==> config.mk <==
export PLATFORM = sky130hd
export DESIGN_NAME = traffic_phase_scheduler
export DESIGN_NICKNAME = d
export VERILOG_FILES = /design/src/rtl/traffic_pkg.sv /design/src/rtl/traffic_phase_scheduler_timer.sv /design/src/rtl/traffic_phase_scheduler.sv
export SDC_FILE = /design/constraint.sdc
export NUM_CORES = 1
export LEC_CHECK = 0
export BUFFER_PORTS_ARGS = -buffer_cell sky130_fd_sc_hd__buf_4
export CORE_MARGIN = 3
export CORE_UTILIZATION = 40
export CTS_CLUSTER_DIAMETER = 200
export CTS_CLUSTER_SIZE = 24
export DETAILED_ROUTE_END_ITERATION = 12
export MAX_ROUTING_LAYER = met4
export SETUP_SLACK_MARGIN = 0.2
export SLEW_MARGIN = 20
export SYNTH_ARGS = -nofsm -noshare
export SYNTH_HDL_FRONTEND = slang
export SYNTH_SLANG_ARGS = --single-unit
==> constraint.sdc <==
create_clock -name clk -period 2.7 [get_ports clk]
set_clock_uncertainty 0.2 [all_clocks]
set_input_delay 0.27 -clock clk [delete_from_list [all_inputs] [get_ports clk]]
set_output_delay 0.27 -clock clk [all_outputs]
set_load 0.05 [all_outputs]
==> src/rtl/traffic_pkg.sv <==
// Shared types, lamp encodings and phase helpers for the junction phase scheduler.
package traffic_pkg;

    localparam logic [2:0] LT_RED = 3'b100;
    localparam logic [2:0] LT_YEL = 3'b010;
    localparam logic [2:0] LT_GRN = 3'b001;

    typedef enum logic [1:0] {MAIN = 2'd0, TURN = 2'd1, SIDE = 2'd2} phase_t;
    typedef enum logic [1:0] {GREEN = 2'd0, YELLOW = 2'd1, ALLRED = 2'd2} state_t;

    // Green lamp pattern packed as {M1, M2, MT, S}.
    function automatic logic [11:0] lamp_map(input phase_t p);
        logic [11:0] m;
        case (p)
            MAIN:    m = {LT_GRN, LT_GRN, LT_RED, LT_RED};
            TURN:    m = {LT_GRN, LT_RED, LT_GRN, LT_RED};
            SIDE:    m = {LT_RED, LT_RED, LT_RED, LT_GRN};
            default: m = {4{LT_RED}};
        endcase
        return m;
    endfunction

    function automatic logic [11:0] yellow_map(input logic [11:0] g);
        logic [11:0] m;
        m = {4{LT_RED}};
        for (int i = 0; i < 4; i++) begin
            if (g[i*3 +: 3] == LT_GRN) m[i*3 +: 3] = LT_YEL;
            else                       m[i*3 +: 3] = LT_RED;
        end
        return m;
    endfunction

    // MAIN has no demand bit, so it is only chosen when neither latched phase is waiting.
    function automatic phase_t next_phase(input phase_t cur, input logic turn_dem,
                                          input logic side_dem);
        phase_t n;
        case (cur)
            MAIN:    n = turn_dem ? TURN : (side_dem ? SIDE : MAIN);
            TURN:    n = side_dem ? SIDE : (turn_dem ? TURN : MAIN);
            SIDE:    n = turn_dem ? TURN : (side_dem ? SIDE : MAIN);
            default: n = MAIN;
        endcase
        return n;
    endfunction

endpackage

==> src/rtl/traffic_phase_scheduler_timer.sv <==
// Tick-gated state timer; restarts from zero on clear and saturates so MAIN can rest forever.
module phase_timer #(
    parameter int TW = 8
) (
    input  logic          clk,
    input  logic          rst,
    input  logic          clear,
    input  logic          tick,
    input  logic [TW-1:0] limit,
    output logic          expired
);

    logic [TW-1:0] count_r;

    // Count ticks since the last state entry.
    always_ff @(posedge clk) begin
        if (rst || clear) begin
            count_r <= '0;
        end else if (tick && (count_r != {TW{1'b1}})) begin
            count_r <= count_r + TW'(1);
        end else begin
            count_r <= count_r;
        end
    end

    assign expired = tick && (count_r >= (limit - TW'(1)));

endmodule

==> src/rtl/traffic_phase_scheduler.sv <==
// Demand-driven GREEN/YELLOW/ALLRED sequencer for the MAIN, TURN and SIDE phases with
// emergency preempt; all lamp and status outputs come straight from registers.
module traffic_phase_scheduler
    import traffic_pkg::*;
#(
    parameter int TW        = 8,
    parameter int MIN_GREEN = 10,
    parameter int SUB_GREEN = 6,
    parameter int YELLOW_T  = 3,
    parameter int ALLRED_T  = 1
) (
    input  logic       clk,
    input  logic       rst,
    input  logic       tick,
    input  logic       req_side,
    input  logic       req_turn,
    input  logic       req_ped,
    input  logic       emerg,
    output logic [2:0] light_M1,
    output logic [2:0] light_M2,
    output logic [2:0] light_MT,
    output logic [2:0] light_S,
    output logic       ped_walk,
    output logic [1:0] phase,
    output logic       emerg_active
);

    state_t        state_r, state_s;
    phase_t        phase_r, phase_s, next_r, next_s;
    logic          pend_side_r, pend_turn_r, pend_ped_r, preempt_r;
    logic          preempt_s, walk_s, serve_side_s, serve_turn_s, any_pend_s;
    logic          timer_clear_s, timer_expired_s;
    logic [TW-1:0] timer_limit_s;
    logic [11:0]   lamps_s;

    phase_timer #(.TW(TW)) u_timer (
        .clk     (clk),
        .rst     (rst),
        .clear   (timer_clear_s),
        .tick    (tick),
        .limit   (timer_limit_s),
        .expired (timer_expired_s)
    );

    // Select the duration that applies to the state currently being timed.
    always_comb begin
        timer_limit_s = TW'(ALLRED_T);
        case (state_r)
            GREEN: begin
                if (phase_r == MAIN) timer_limit_s = TW'(MIN_GREEN);
                else                 timer_limit_s = TW'(SUB_GREEN);
            end
            YELLOW:  timer_limit_s = TW'(YELLOW_T);
            ALLRED:  timer_limit_s = TW'(ALLRED_T);
            default: timer_limit_s = TW'(ALLRED_T);
        endcase
    end

    // Next state and phase; emergency acts on TURN/SIDE green without waiting for a tick.
    always_comb begin
        state_s    = state_r;
        phase_s    = phase_r;
        any_pend_s = pend_side_r | pend_turn_r | pend_ped_r;
        case (state_r)
            GREEN: begin
                if (phase_r == MAIN) begin
                    if (timer_expired_s && any_pend_s && !emerg) state_s = YELLOW;
                    else                                         state_s = GREEN;
                end else begin
                    if (emerg || timer_expired_s) state_s = YELLOW;
                    else                          state_s = GREEN;
                end
            end
            YELLOW: begin
                if (timer_expired_s) state_s = ALLRED;
                else                 state_s = YELLOW;
            end
            ALLRED: begin
                if (timer_expired_s) begin
                    state_s = GREEN;
                    phase_s = emerg ? MAIN : next_r;
                end else begin
                    state_s = ALLRED;
                end
            end
            default: state_s = ALLRED;
        endcase
        timer_clear_s = (state_s != state_r);
    end

    // Next-phase latch, request clearing, walk lamp, preempt tracking and lamp decode.
    always_comb begin
        next_s = next_r;
        if ((state_r == GREEN) && (state_s == YELLOW)) begin
            if (emerg) next_s = MAIN;
            else       next_s = next_phase(phase_r, pend_turn_r, pend_side_r | pend_ped_r);
        end else if (emerg && (state_r != GREEN)) begin
            next_s = MAIN;
        end else begin
            next_s = next_r;
        end

        serve_side_s = ((state_s == GREEN) && (phase_s == SIDE)) ||
                       ((state_r == GREEN) && (phase_r == SIDE));
        serve_turn_s = ((state_s == GREEN) && (phase_s == TURN)) ||
                       ((state_r == GREEN) && (phase_r == TURN));

        walk_s = 1'b0;
        if ((state_s == GREEN) && (phase_s == SIDE)) begin
            if (state_r == GREEN) walk_s = ped_walk;
            else                  walk_s = pend_ped_r;
        end else begin
            walk_s = 1'b0;
        end

        preempt_s = (emerg | preempt_r) & ~((state_s == GREEN) && (phase_s == MAIN));

        case (state_s)
            GREEN:   lamps_s = lamp_map(phase_s);
            YELLOW:  lamps_s = yellow_map(lamp_map(phase_s));
            ALLRED:  lamps_s = {4{LT_RED}};
            default: lamps_s = {4{LT_RED}};
        endcase
    end

    // State, request latches and registered outputs.
    always_ff @(posedge clk) begin
        if (rst) begin
            state_r      <= ALLRED;
            phase_r      <= MAIN;
            next_r       <= MAIN;
            pend_side_r  <= 1'b0;
            pend_turn_r  <= 1'b0;
            pend_ped_r   <= 1'b0;
            preempt_r    <= 1'b0;
            {light_M1, light_M2, light_MT, light_S} <= {4{LT_RED}};
            ped_walk     <= 1'b0;
            emerg_active <= 1'b0;
        end else begin
            state_r      <= state_s;
            phase_r      <= phase_s;
            next_r       <= next_s;
            pend_side_r  <= serve_side_s ? 1'b0 : (pend_side_r | req_side);
            pend_ped_r   <= serve_side_s ? 1'b0 : (pend_ped_r | req_ped);
            pend_turn_r  <= serve_turn_s ? 1'b0 : (pend_turn_r | req_turn);
            preempt_r    <= preempt_s;
            {light_M1, light_M2, light_MT, light_S} <= lamps_s;
            ped_walk     <= walk_s;
            emerg_active <= emerg | preempt_s;
        end
    end

    assign phase = phase_r;

endmodule
==> impl_metrics.csv, run 1 <==
group,metric,value,unit
status,status,"finished, final reports clean",
cts,worstSkewPairLatency,0.29,ns
critical_path,worst_setup_path_end_kind,"flop",
critical_path,critPathKind,"flop to flop",
placed_design,dpl-instance-area,1850,sq um
pwr,switchingPower,397,uW
synthesis,synth_compound_area_share,22.5,%
synthesis,yosysSeqAreaShare,41.3,%
synthesis,synthSimpleGateAreaFrac,19.6,%
routing,drt_iter0_drc,171,
routing,via_per_inst,5.60,
synthesis,syn-num-nets,174,
final_layout,fill_cells,299,
timing,tns,0,ns
synthesis,synth-seq-cells,32,
final_layout,stdcell_area,2220,sq um
timing,fin_crit_sh,97.0,%
timing,clock.fmax,382,MHz
timing,hold_viol,0,
global_route,grt_pass1_wl,6370,um
critical_path,worstPathArrival,2.58,ns
routing,drc,0,
min_path,hold_path_class,"primary input to flop",
final_layout,layout_common_cells,"43 x buf_4, 28 x dfxtp_1, 14 x nor3_1",
synthesis,synth.distinct_cells,48,
timing,min_period,2.62,ns
min_path,holdPathStages,3,
pwr,power_density,622,nW/um^2
pwr,p_sw_share,28.8,%
timing,slew-limit-headroom,57.9,%
pwr,pwr-share-seq,37.0,%
placed_design,hpwl,2830,um
synthesis,synth_fa_ha_area_share,4.04,%
placed_design,port_buffers,22,
global_route,grt_overflow,0,
synthesis,synth_top_flop_cell,"dfxtp_1",
pwr,leakagePower,0.825,nW
pwr,power.total,1.38,mW
timing,worst_slew_pin_slew,0.628,ns
cts,cts_max_level,2,
synthesis,synthMuxAreaShare,4.92,%
synthesis,async_flop_share,0,%
synthesis,avgSynthCellArea,9.57,sq um
final_layout,area_growth,43.0,%
critical_path,critPathMaxFanout,5,
synthesis,synthXorXnorAreaFrac,3.95,%
synthesis,synth_top_family_by_area,"compound AO/OA/AOI/OAI gates",
global_route,grt_max_degree,21,
final_layout,fin_nets,219,
pwr,irDropWorstVdd,0.000370,V
timing,worst_slack,0.0818,ns
cts,clkTransAtPathRegs,0.07,ns
synthesis,yosys_warnings,0,
final_layout,drive_above_1_share,43.8,%
cts,cts_tree,"built",
floorplanning,io_pins,23,
synthesis,synth_edf_count,0,
routing,wl_per_cell,16.2,um
timing,rsz0062_at_grt,"yes",
floorplanning,die_x,68.3,um
placed_design,placedCellCount,232,
final_layout,fin_cells,254,
floorplanning,die_area,4660,sq um
critical_path,start_kind,"flop",
synthesis,synth_cells,162,
cts,hold_buffers,0,
routing,wl,4110,um
cts,cts_made_buffers,5,
timing,finalMaxSlewViolations,0,
pwr,clockPowerShare,36.4,%
floorplanning,die_h,68.3,um
critical_path,crit_required,2.67,ns
cts,cts_sinks,32,
pwr,p_comb_share,26.6,%
synthesis,netlist_area,1550,sq um
placed_design,pre_cts_slack,0.0393,ns
cts,clock_tree.buffer_depth,2,
final_layout,final_common_cell,"buf_4",
routing,drt_pass1_iterations,4,
timing,finalSetupViolCount,0,
critical_path,rr_worst_depth,10,
floorplanning,fp.coreArea,3520,sq um
pwr,p_int,982,uW
cts,root_buffer,"clkbuf_8",
final_layout,n_antenna_cell,0,
floorplanning,rows,21,
routing,ant_nets,0,
run,drv_cap,0,
global_route,grt_pass1_vias,1345,
floorplanning,initial_core_util,44.0,%
placed_design,globalplace.congestion,0.852,
global_route,track_usage,19.1,%
routing,vias,1422,
global_route,antenna_found_initial,0,
-- critical path: stages, from the launching register on --
cell and delay (ns):
dfxtp_2 0.33, or2_4 0.26, inv_4 0.08, o21ai_2 0.06
ha_1 0.27, o211ai_1 0.13, a21oi_4 0.25, buf_4 0.17
o211ai_1 0.11, o32a_1 0.27, or3_1 0.36
-- metrics by stage --
stage / hold WS (ns) / utilization, %
CTS: 0.0827 / 58.5
finish: 0.0855 / 63.0
detailed placement: 0.357 / 52.5
global placement: 0.357 / 52.5
global route: 0.0991 / 63.0
floorplan: 0.224 / -
-- timing repair --
item,in CTS,in global routing
setup endpoints to repair,24,29
hold endpoints to repair,0,0
gates resized for setup,9,17
buffers inserted,6,8
cloned,0,0
pin swaps,5,11
-- final timing paths --
check / startpoint / endpoint / slack [ns]
max: state_r[1]$_SDFF_PP1_ / light_S[2]$_SDFF_PP1_ / 0.08
min reg2reg: u_timer.count_r[1]$_SDFFE_PP0P_ / u_timer.count_r[1]$_SDFFE_PP0P_ / 0.38
max reg2reg: state_r[1]$_SDFF_PP1_ / light_S[2]$_SDFF_PP1_ / 0.08
min: req_side / pend_side_r$_SDFF_PP0_ / 0.09
-- cell usage after synthesis (all sizes together) (2+ instances only) --
cell type | n | share of area (%)
a211oi | 2 | 0.97
a21oi | 6 | 2.2
a31oi | 4 | 1.6
a41oi | 2 | 1.1
buf | 3 | 0.97
clkbuf | 3 | 0.73
dfxtp | 32 | 41
ha | 5 | 4.0
inv | 8 | 1.9
mux2 | 2 | 1.5
mux2i | 5 | 3.5
nand2 | 6 | 1.6
nand3 | 4 | 1.3
nor2 | 13 | 3.1
nor2b | 2 | 0.81
nor3 | 15 | 4.8
nor4 | 9 | 4.6
o211ai | 2 | 0.97
o21ai | 7 | 2.5
o32a | 2 | 2.1
or2 | 2 | 0.81
or3 | 3 | 1.2
xnor2 | 7 | 4.0
-- routing by layer --
layer / track usage [%] / vias to the layer above / wire [um]
li1: - / 705 / -
met1: 21.4 / 667 / 1740
met2: 32.1 / 44 / 2100
met3: 6.08 / 6 / 207
met4: 6.45 / 0 / 69
met5: - / - / 0
-- registers in the layout (all words and copies together), names as in the netlist --
signal,count
u_timer.count_r,8
light_M1,3
light_M2,3
light_MT,3
light_S,3
next_r,2
phase,2
state_r,2
emerg_active,1
ped_walk,1
pend_ped_r,1
pend_side_r,1
pend_turn_r,1
preempt_r,1
-- logic make-up after synthesis --
family | count (synthesis)
XOR/XNOR | 7
AO/OA/AOI/OAI | 40
buffers and inverters | 14
flip-flops | 32
adder cells (fa/ha/maj) | 5
multiplexers | 7
AND/OR/NAND/NOR | 57
-- power groups by stage --
stage	clock (mW)	combinational (mW)	sequential (mW)
finish	0.502	0.367	0.510
CTS	0.512	0.310	0.510
global route	0.531	0.393	0.512
global placement	0	0.281	0.521
detailed placement	0	0.285	0.522
floorplan	0	0.164	0.560
-- layout make-up --
cell class | count | area (sq um) | area share (%)
Timing Repair Buffer | 44 | 334 | 15.1
Clock buffer | 7 | 96.3 | 4.35
Tap cell | 46 | 57.6 | 2.60
Multi-Input combinational cell | 116 | 1020 | 45.8
Clock inverter | 1 | 30.0 | 1.35
Sequential cell | 32 | 651 | 29.3
Inverter | 8 | 32.5 | 1.47
No activity file was read; power rests on OpenSTA's default activity.
==> inputs of run 2 (changes only) <==
- RECOVER_POWER: unset -> 50
==> impl_metrics.csv, run 2 (synthesized netlist as in run 1, its figures left out) <==
group,metric,value,unit
status,status,"finished, final reports clean",
critical_path,critPathTopFamily,"compound AO/OA/AOI/OAI gates",
floorplanning,initial_core_util,44.0,%
critical_path,rr_worst_depth,9,
critical_path,crit_path_cell_trace,"or2_4 -> inv_4 -> o21ai_2 -> ha_1 -> o211ai_1 -> a21oi_4 -> o2111ai_4 -> mux2_4 -> or3_1",
floorplanning,die_x,68.3,um
global_route,grt_use_met2,32.1,%
global_route,grt_overflow,0,
critical_path,critPathKind,"flop to flop",
critical_path,start_kind,"flop",
final_layout,stdcell_area,2160,sq um
final_layout,n_antenna_cell,0,
critical_path,crit_cells,9,
pwr,switchingPower,396,uW
critical_path,crit_buf_inv,1,
cts,cts_max_level,2,
timing,hold_slack,0.0842,ns
global_route,track_usage,19.1,%
global_route,grt_max_degree,21,
floorplanning,rows,21,
timing,clock.fmax,382,MHz
critical_path,cp-endpoint,"light_M2[2]$_SDFF_PP1_",
floorplanning,die_area,4660,sq um
cts,cts_sinks,32,
global_route,grt_pass1_vias,1345,
placed_design,placedCellCount,232,
pwr,leakagePower,0.763,nW
pwr,irDropWorstVdd,0.000371,V
timing,tns,0,ns
routing,wl_per_cell,16.1,um
critical_path,worst_setup_path_end_kind,"flop",
routing,drc,0,
final_layout,fin_cells,254,
cts,clkTransAtPathRegs,0.07,ns
timing,min_period,2.62,ns
timing,slew-limit-headroom,59.0,%
global_route,grt_pass1_wl,6370,um
routing,drt_iter0_drc,194,
critical_path,worstPathArrival,2.58,ns
final_layout,area_growth,39.1,%
critical_path,r2r_slack,0.08,ns
cts,cts_made_buffers,5,
timing,rsz0062_at_grt,"yes",
critical_path,critPathLaunch,"state_r[1]$_SDFF_PP1_",
timing,worst_slack,0.0831,ns
cts,clock_tree.buffer_depth,2,
routing,via_per_inst,5.52,
run,drv_cap,0,
cts,worstSkewPairLatency,0.29,ns
pwr,clockPowerShare,36.7,%
floorplanning,die_h,68.3,um
pwr,p_sw_share,29.0,%
critical_path,rr_startpoint,"state_r[1]$_SDFF_PP1_",
global_route,gr-usage-met3,6.08,%
pwr,pwr-share-seq,37.3,%
floorplanning,io_pins,23,
critical_path,critPathMaxStageDelay,0.38,ns
routing,wl,4100,um
pwr,power_density,634,nW/um^2
critical_path,crit_required,2.67,ns
global_route,grt_busiest_layer,"met2",
cts,hold_buffers,0,
cts,root_buffer,"clkbuf_8",
routing,drt_pass1_iterations,4,
timing,finalSetupViolCount,0,
timing,fin_crit_sh,96.9,%
final_layout,drive_above_1_share,36.1,%
timing,worst_slew_pin_slew,0.611,ns
min_path,hold_path_class,"primary input to flop",
routing,vias,1402,
pwr,p_comb_share,26.1,%
placed_design,pre_cts_slack,0.0393,ns
final_layout,largest_reg_flops,8,
cts,cts_tree,"built",
global_route,met1_usage,21.4,%
placed_design,hpwl,2830,um
placed_design,port_buffers,22,
final_layout,finish.utilization,61.3,%
critical_path,critPathMaxFanout,5,
placed_design,dpl-instance-area,1850,sq um
final_layout,layout_common_cells,"28 x dfxtp_1, 27 x buf_4, 16 x clkbuf_1",
placed_design,globalplace.congestion,0.852,
pwr,p_int,972,uW
final_layout,fin_nets,219,
final_layout,top_register,"u_timer.count_r",
critical_path,r2r-end,"light_M2[2]$_SDFF_PP1_",
timing,hold_viol,0,
global_route,antenna_found_initial,0,
timing,finalMaxSlewViolations,0,
routing,ant_nets,0,
critical_path,slowest_stage,"mux2_4",
final_layout,final_common_cell,"dfxtp_1",
floorplanning,fp.coreArea,3520,sq um
pwr,power.total,1.37,mW
## run 2: power by group through the flow
stage	logic, mW	clock network [mW]	registers (mW)
floorplan	0.164	0	0.560
global placement	0.281	0	0.521
detailed placement	0.285	0	0.522
CTS	0.310	0.512	0.510
global route	0.382	0.531	0.511
finish	0.356	0.502	0.510
## run 2: worst reg2reg max path, delay by kind of cell (launching register included)
family                   cells  cell delay, ns
AND/OR/NAND/NOR              2            0.56
flip-flops                   1            0.33
AO/OA/AOI/OAI                4            0.67
buffers and inverters        1            0.08
adder cells (fa/ha/maj)      1            0.27
multiplexers                 1            0.38
## run 2: per-layer routing
layer | routed length, um | part of all wire [%] | up-vias
li1 | - | - | 702
met1 | 1770 | 43 | 654
met5 | 0 | 0 | -
met4 | 69 | 1.7 | 0
met2 | 2060 | 50 | 40
met3 | 198 | 4.8 | 6
## run 2: timing repair
item	CTS	global route
gates resized for setup	9	17
pin swaps	5	11
setup buffers	6	8
setup endpoints to repair	24	29
## run 2: layout make-up
class | instances | area [sq um]
Fill cell | 320 | 1360
Multi-Input combinational cell | 116 | 1020
Sequential cell | 32 | 651
Timing Repair Buffer | 44 | 274
Clock buffer | 7 | 96.3
Tap cell | 46 | 57.6
Inverter | 8 | 32.5
Clock inverter | 1 | 30.0
## run 2: worst min path at each step
stage,startpoint,end,slack (ns),depth (start not counted)
6_report,req_ped,pend_ped_r$_SDFF_PP0_,0.08,3
5_1_grt,req_side,pend_side_r$_SDFF_PP0_,0.1,3
4_1_cts,req_ped,pend_ped_r$_SDFF_PP0_,0.08,3
3_5_place_dp,preempt_r$_SDFF_PP0_,preempt_r$_SDFF_PP0_,0.36,2
3_3_place_gp,preempt_r$_SDFF_PP0_,preempt_r$_SDFF_PP0_,0.36,2
2_1_floorplan,rst,state_r[1]$_SDFF_PP1_,0.22,1
